[config.mk]
export PLATFORM = sky130hd
export DESIGN_NAME = vend_controller
export DESIGN_NICKNAME = d
export VERILOG_FILES = /design/src/rtl/vend_controller.sv
export SDC_FILE = /design/constraint.sdc
export NUM_CORES = 1
export LEC_CHECK = 0
export CELL_PAD_IN_SITES_DETAIL_PLACEMENT = 0
export CELL_PAD_IN_SITES_GLOBAL_PLACEMENT = 1
export CORE_MARGIN = 3
export CORE_UTILIZATION = 26
export CTS_BUF_LIST = sky130_fd_sc_hd__clkbuf_8
export DETAILED_ROUTE_END_ITERATION = 8
export PLACE_DENSITY = 0.56
export SYNTH_ARGS = -nofsm -noshare
export SYNTH_HDL_FRONTEND = slang
export SYNTH_SLANG_ARGS = --single-unit
[constraint.sdc]
create_clock -name clk -period 6.7 [get_ports clk]
set_input_delay 2.01 -clock clk [delete_from_list [all_inputs] [get_ports clk]]
set_output_delay 2.01 -clock clk [all_outputs]
set_load 0.05 [all_outputs]
[src/rtl/vend_controller.sv]
`default_nettype none
// ============================================================================
// Module      : vend_controller
// Description : Coin-operated vending controller: credit accumulation,
//               four-product dispense, nickel change payout.
// Revision    : 1.0 - initial release
// ============================================================================
module vend_controller #(
    parameter int P0        = 15,
    parameter int P1        = 20,
    parameter int P2        = 25,
    parameter int P3        = 30,
    parameter int CAP       = 95,
    parameter int DISP_HOLD = 4
) (
    input  logic       clk,
    input  logic       clr,
    input  logic       clk_en,
    input  logic [2:0] coin,
    input  logic [3:0] sw,
    input  logic       ret,
    input  logic       chg_ack,
    output logic [3:0] vend,
    output logic [6:0] credit,
    output logic       deny,
    output logic       coin_rej,
    output logic       chg_req,
    output logic       busy
);

    localparam logic [1:0] c_IDLE     = 2'd0;
    localparam logic [1:0] c_VEND     = 2'd1;
    localparam logic [1:0] c_CHANGE   = 2'd2;
    localparam logic [1:0] c_WAIT_REL = 2'd3;

    localparam int                  c_HOLD_W    = (DISP_HOLD > 1) ? $clog2(DISP_HOLD) : 1;
    localparam logic [c_HOLD_W-1:0] c_HOLD_INIT = c_HOLD_W'(DISP_HOLD - 1);
    localparam logic [c_HOLD_W-1:0] c_HOLD_ONE  = c_HOLD_W'(1);
    localparam logic [7:0]          c_CAP       = 8'(CAP);
    localparam logic [6:0]          c_NICKEL    = 7'd5;

    logic [1:0]          r_state;
    logic [c_HOLD_W-1:0] r_hold;
    logic [6:0]          r_credit;
    logic [3:0]          r_vend;
    logic                r_deny;
    logic                r_coin_rej;
    logic                r_chg_req;
    logic                r_busy;

    logic [7:0] w_credit8;
    logic [7:0] w_coin_val;
    logic [7:0] w_price;
    logic [6:0] w_credit_next;
    logic       w_idle;
    logic       w_coin_onehot;
    logic       w_sw_onehot;
    logic       w_coin_ok;
    logic       w_coin_rej;
    logic       w_buy;
    logic       w_deny;
    logic       w_ret_go;

    assign w_credit8 = {1'b0, r_credit};
    assign w_idle    = (r_state == c_IDLE);

    always_comb begin
        w_coin_val    = 8'd0;
        w_coin_onehot = 1'b1;
        case (coin)
            3'b001:  w_coin_val = 8'd5;
            3'b010:  w_coin_val = 8'd10;
            3'b100:  w_coin_val = 8'd25;
            default: w_coin_onehot = 1'b0;
        endcase
    end

    always_comb begin
        w_price     = 8'd0;
        w_sw_onehot = 1'b1;
        case (sw)
            4'b0001: w_price = 8'(P0);
            4'b0010: w_price = 8'(P1);
            4'b0100: w_price = 8'(P2);
            4'b1000: w_price = 8'(P3);
            default: w_sw_onehot = 1'b0;
        endcase
    end

    // A coincident purchase is judged on the credit held before the coin lands.
    assign w_coin_ok     = w_idle & w_coin_onehot & ((w_credit8 + w_coin_val) <= c_CAP);
    assign w_coin_rej    = (coin != 3'b000) & ~w_coin_ok;
    assign w_buy         = w_idle & w_sw_onehot & (w_credit8 >= w_price);
    assign w_deny        = w_idle & (sw != 4'b0000) & ~w_buy;
    assign w_ret_go      = w_idle & ret & (coin == 3'b000) & ~w_buy & (r_credit != 7'd0);
    assign w_credit_next = 7'(w_credit8 + (w_coin_ok ? w_coin_val : 8'd0)
                                        - (w_buy ? w_price : 8'd0));

    always_ff @(posedge clk or negedge clr) begin
        if (!clr) begin
            r_state    <= c_IDLE;
            r_hold     <= '0;
            r_credit   <= '0;
            r_vend     <= '0;
            r_deny     <= 1'b0;
            r_coin_rej <= 1'b0;
            r_chg_req  <= 1'b0;
            r_busy     <= 1'b0;
        end else if (clk_en) begin
            r_coin_rej <= w_coin_rej;
            r_deny     <= w_deny;
            case (r_state)
                c_IDLE: begin
                    r_credit <= w_credit_next;
                    if (w_buy) begin
                        r_vend  <= sw;
                        r_hold  <= c_HOLD_INIT;
                        r_state <= c_VEND;
                        r_busy  <= 1'b1;
                    end else if (w_ret_go) begin
                        r_chg_req <= 1'b1;
                        r_state   <= c_CHANGE;
                        r_busy    <= 1'b1;
                    end
                end
                c_VEND: begin
                    if (r_hold == '0) begin
                        r_vend <= '0;
                        if (r_credit != 7'd0) begin
                            r_chg_req <= 1'b1;
                            r_state   <= c_CHANGE;
                        end else begin
                            r_state <= c_WAIT_REL;
                        end
                    end else begin
                        r_hold <= r_hold - c_HOLD_ONE;
                    end
                end
                c_CHANGE: begin
                    // Each acknowledged nickel drops the request for one enabled cycle.
                    if (r_chg_req) begin
                        if (chg_ack) begin
                            r_chg_req <= 1'b0;
                            if (r_credit <= c_NICKEL) begin
                                r_credit <= '0;
                                r_state  <= c_WAIT_REL;
                            end else begin
                                r_credit <= r_credit - c_NICKEL;
                            end
                        end
                    end else begin
                        r_chg_req <= 1'b1;
                    end
                end
                c_WAIT_REL: begin
                    if (sw == 4'b0000) begin
                        r_state <= c_IDLE;
                        r_busy  <= 1'b0;
                    end
                end
                default: begin
                    r_state   <= c_IDLE;
                    r_vend    <= '0;
                    r_chg_req <= 1'b0;
                    r_busy    <= 1'b0;
                end
            endcase
        end
    end

    assign vend     = r_vend;
    assign credit   = r_credit;
    assign deny     = r_deny;
    assign coin_rej = r_coin_rej;
    assign chg_req  = r_chg_req;
    assign busy     = r_busy;

endmodule
`default_nettype wire

==> impl_metrics.json <==
{
  "worstPathRequired_ns": 6.87,
  "ctsResizeCount": 0,
  "clk_latency_ns": 0.27,
  "grt_pass1_vias": 1971,
  "period_minus_slack_ns": 6.316,
  "wl_um": 6363,
  "grt_overflow": 0,
  "crit_path_max_fanout": 4,
  "cts_tree": "yes",
  "cts_buffers": 3,
  "ys_ff_latch": 19,
  "status": "completed",
  "fill_cells": 915,
  "intPower_mw": 0.5775,
  "worst_slew_pin_slew_ns": 0.9818,
  "syn_area_um2": 2228,
  "cts_buffer_depth": 2,
  "routabilityCongestion": 0.8220,
  "grt_usage_pct": 13.34,
  "place_hpwl_um": 5116,
  "yosysWarnings": 0,
  "fin_nets": 347,
  "boundaryPins": 27,
  "synth_ff_type": "dfrtp_1",
  "arrival_ns": 6.48,
  "maxCapViolCount": 0,
  "dpl_cell_area_um2": 2638,
  "end_kind": "register",
  "cts_hold_buffers": 0,
  "wl_per_cell_um": 15.75,
  "rsz0062_at_grt": "false",
  "final_cell_mix": "33 x inv_1, 29 x ha_1, 26 x clkdlybuf4s50_1, 19 x dfrtp_1, 18 x nand2_1",
  "insertedDiodeCount": 0,
  "cts-root-buf": "clkbuf_8",
  "design_area_um2": 2684,
  "stdcell_count": 404,
  "slew_headroom_pct": 34.34,
  "clock-sinks": 19,
  "hold_viol_final": 0,
  "synth_seq_area_share_pct": 21.34,
  "ff2ff_setup_slack_ns": 2.50,
  "grt_pass1_wl_um": 10520,
  "postSynthAreaPerCell_um2": 8.315,
  "fin_crit_sh_pct": 94.26,
  "setup_violations": 0,
  "first_iter_violations": 88,
  "setup-tns-final_ns": 0,
  "clkSlewWorstSetupHoldPaths_ns": 0.09,
  "core_region_area_um2": 8258,
  "switching_share_pct": 54.97,
  "netlist-cell-type-count": 60,
  "grt_max_degree": 20,
  "fp.dieW_um": 98.58,
  "clock_power_share_pct": 6.8,
  "portBuffers": 26,
  "hold_path.class": "register to register",
  "die_area_um2": 9718,
  "combPwrFrac_pct": 74.3,
  "fp.dieH_um": 98.58,
  "synth_fp_nets": 315,
  "p_seq_share_pct": 18.9,
  "p_per_area_nw_per_um2": 477.8,
  "ir_drop_v": 0.0001960,
  "async_flop_share_pct": 100.0,
  "skew_ns": 0.01386,
  "slew_violations": 0,
  "layout-drive-gt1-share_pct": 8.361,
  "clock.fmax_mhz": 158.3,
  "fin_hold_ws_ns": 0.4925,
  "vias": 2026,
  "crit_path_start_kind": "primary input",
  "post_cts_buffers": 0,
  "antenna_found_initial": 0,
  "area_growth_pct": 20.44,
  "critPathKind": "primary input to register",
  "dp.cells": 400,
  "switchingPower_mw": 0.7049,
  "total_leakage_power_nw": 1.221,
  "rows": 33,
  "initial_core_util_pct": 26.98,
  "final_util_pct": 32.50,
  "synth_edf_count": 0,
  "vias_per_cell": 5.015,
  "drc": 0,
  "htree_levels": 1,
  "syn_inst": 268,
  "layout_commonest_cell": "inv_1",
  "antenna_left": 0,
  "drtPass1Iterations": 4
}
[power groups by stage]
stage / clock network [mW] / registers (mW) / logic [mW]
2_1_floorplan: 0 / 0.356 / 0.578
3_3_place_gp: 0 / 0.246 / 0.956
3_5_place_dp: 0 / 0.246 / 0.953
4_1_cts: 0.0916 / 0.244 / 0.959
5_1_grt: 0.0975 / 0.253 / 1.06
6_report: 0.0873 / 0.242 / 0.953
[final timing paths]
check	startpoint	to	depth (start not counted)
worst max-delay path	coin[2]	credit[6]	17
worst min-delay path	deny	deny	1
worst max register to register	credit[4]	credit[6]	14
worst min register to register	deny	deny	1
max in group asynchronous	clr	coin_rej	1
min in group asynchronous	clr	deny	1
[cell type report]
class                      count  area (µm²)  area share (%)
tap                          105       131.4           4.895
clock inverter                 1       5.005          0.1865
clock buffer                   3       41.29           1.538
multi-input combinational    204        1568           58.41
inverter                      38       142.6           5.315
timing repair buffer          34       320.3           11.93
sequential                    19       475.5           17.72
[cells in the mapped netlist (4+ instances only)]
| cell | count | area share [%] |
|---|---|---|
| dfrtp_1 | 19 | 21 |
| a22o_1 | 7 | 2.8 |
| a21o_1 | 4 | 1.3 |
| nor3_1 | 8 | 1.8 |
| o21ai_1 | 8 | 1.8 |
| nor2b_1 | 4 | 1.1 |
| inv_2 | 5 | 0.84 |
| fa_1 | 6 | 5.4 |
| nor2_1 | 17 | 2.9 |
| nor4_1 | 4 | 1.1 |
| nand3_1 | 5 | 1.1 |
| nand2_1 | 18 | 3.0 |
| xnor2_1 | 5 | 2.0 |
| o21ai_0 | 7 | 1.6 |
| a21oi_1 | 17 | 3.8 |
| o211ai_1 | 7 | 2.4 |
| ha_1 | 29 | 16 |
| buf_2 | 4 | 0.90 |
| inv_1 | 33 | 5.6 |
| nor3b_1 | 4 | 1.3 |
[worst max-delay path, cell delays in order]
cell             delay, ns
clkdlybuf4s50_1       0.52
nor3b_1               0.33
buf_4                 0.18
ha_1                  0.24
o211a_1               0.23
a221oi_1              0.36
o221ai_1              0.18
a21oi_1               0.25
nand2_1               0.10
fa_1                  0.48
inv_1                 0.07
fa_1                  0.46
a21oi_1               0.25
o21ai_1               0.12
mux2i_1               0.13
o31a_1                0.30
a211o_1               0.26
[flip-flops by register name, summed over array words and instances, names as in the netlist]
register,cells
credit,7
vend,4
r_hold,2
r_state,2
busy,1
chg_req,1
coin_rej,1
deny,1
[metrics by stage]
step           power [mW]  setup slack [ns]
2_1_floorplan      0.9334            0.7768
3_3_place_gp        1.202            0.1330
3_5_place_dp        1.199            0.1230
4_1_cts             1.295            0.3794
5_1_grt             1.408           0.08952
6_report            1.282            0.3844
[logic make-up (layout without fill, tap and decap cells)]
logic type	count (synthesis)	count (layout)	share of synthesized area, %
XOR/XNOR	8	8	3.144
flip-flops	19	19	21.34
multiplexers	3	3	1.404
buffers and inverters	45	76	8.310
AND/OR/NAND/NOR	76	76	17.46
AO/OA/AOI/OAI	82	82	26.67
adder cells (fa/ha/maj)	35	35	21.67
[routing by layer]
layer | up-vias | wire length, µm | global-route usage [%]
met1 | 961 | 3423 | 20.55
li1 | 1028 | - | -
met4 | 0 | 29 | 1.891
met3 | 2 | 159 | 1.415
met2 | 35 | 2752 | 20.49
met5 | - | 0 | 0
No activity file was read; power rests on OpenSTA's default activity.
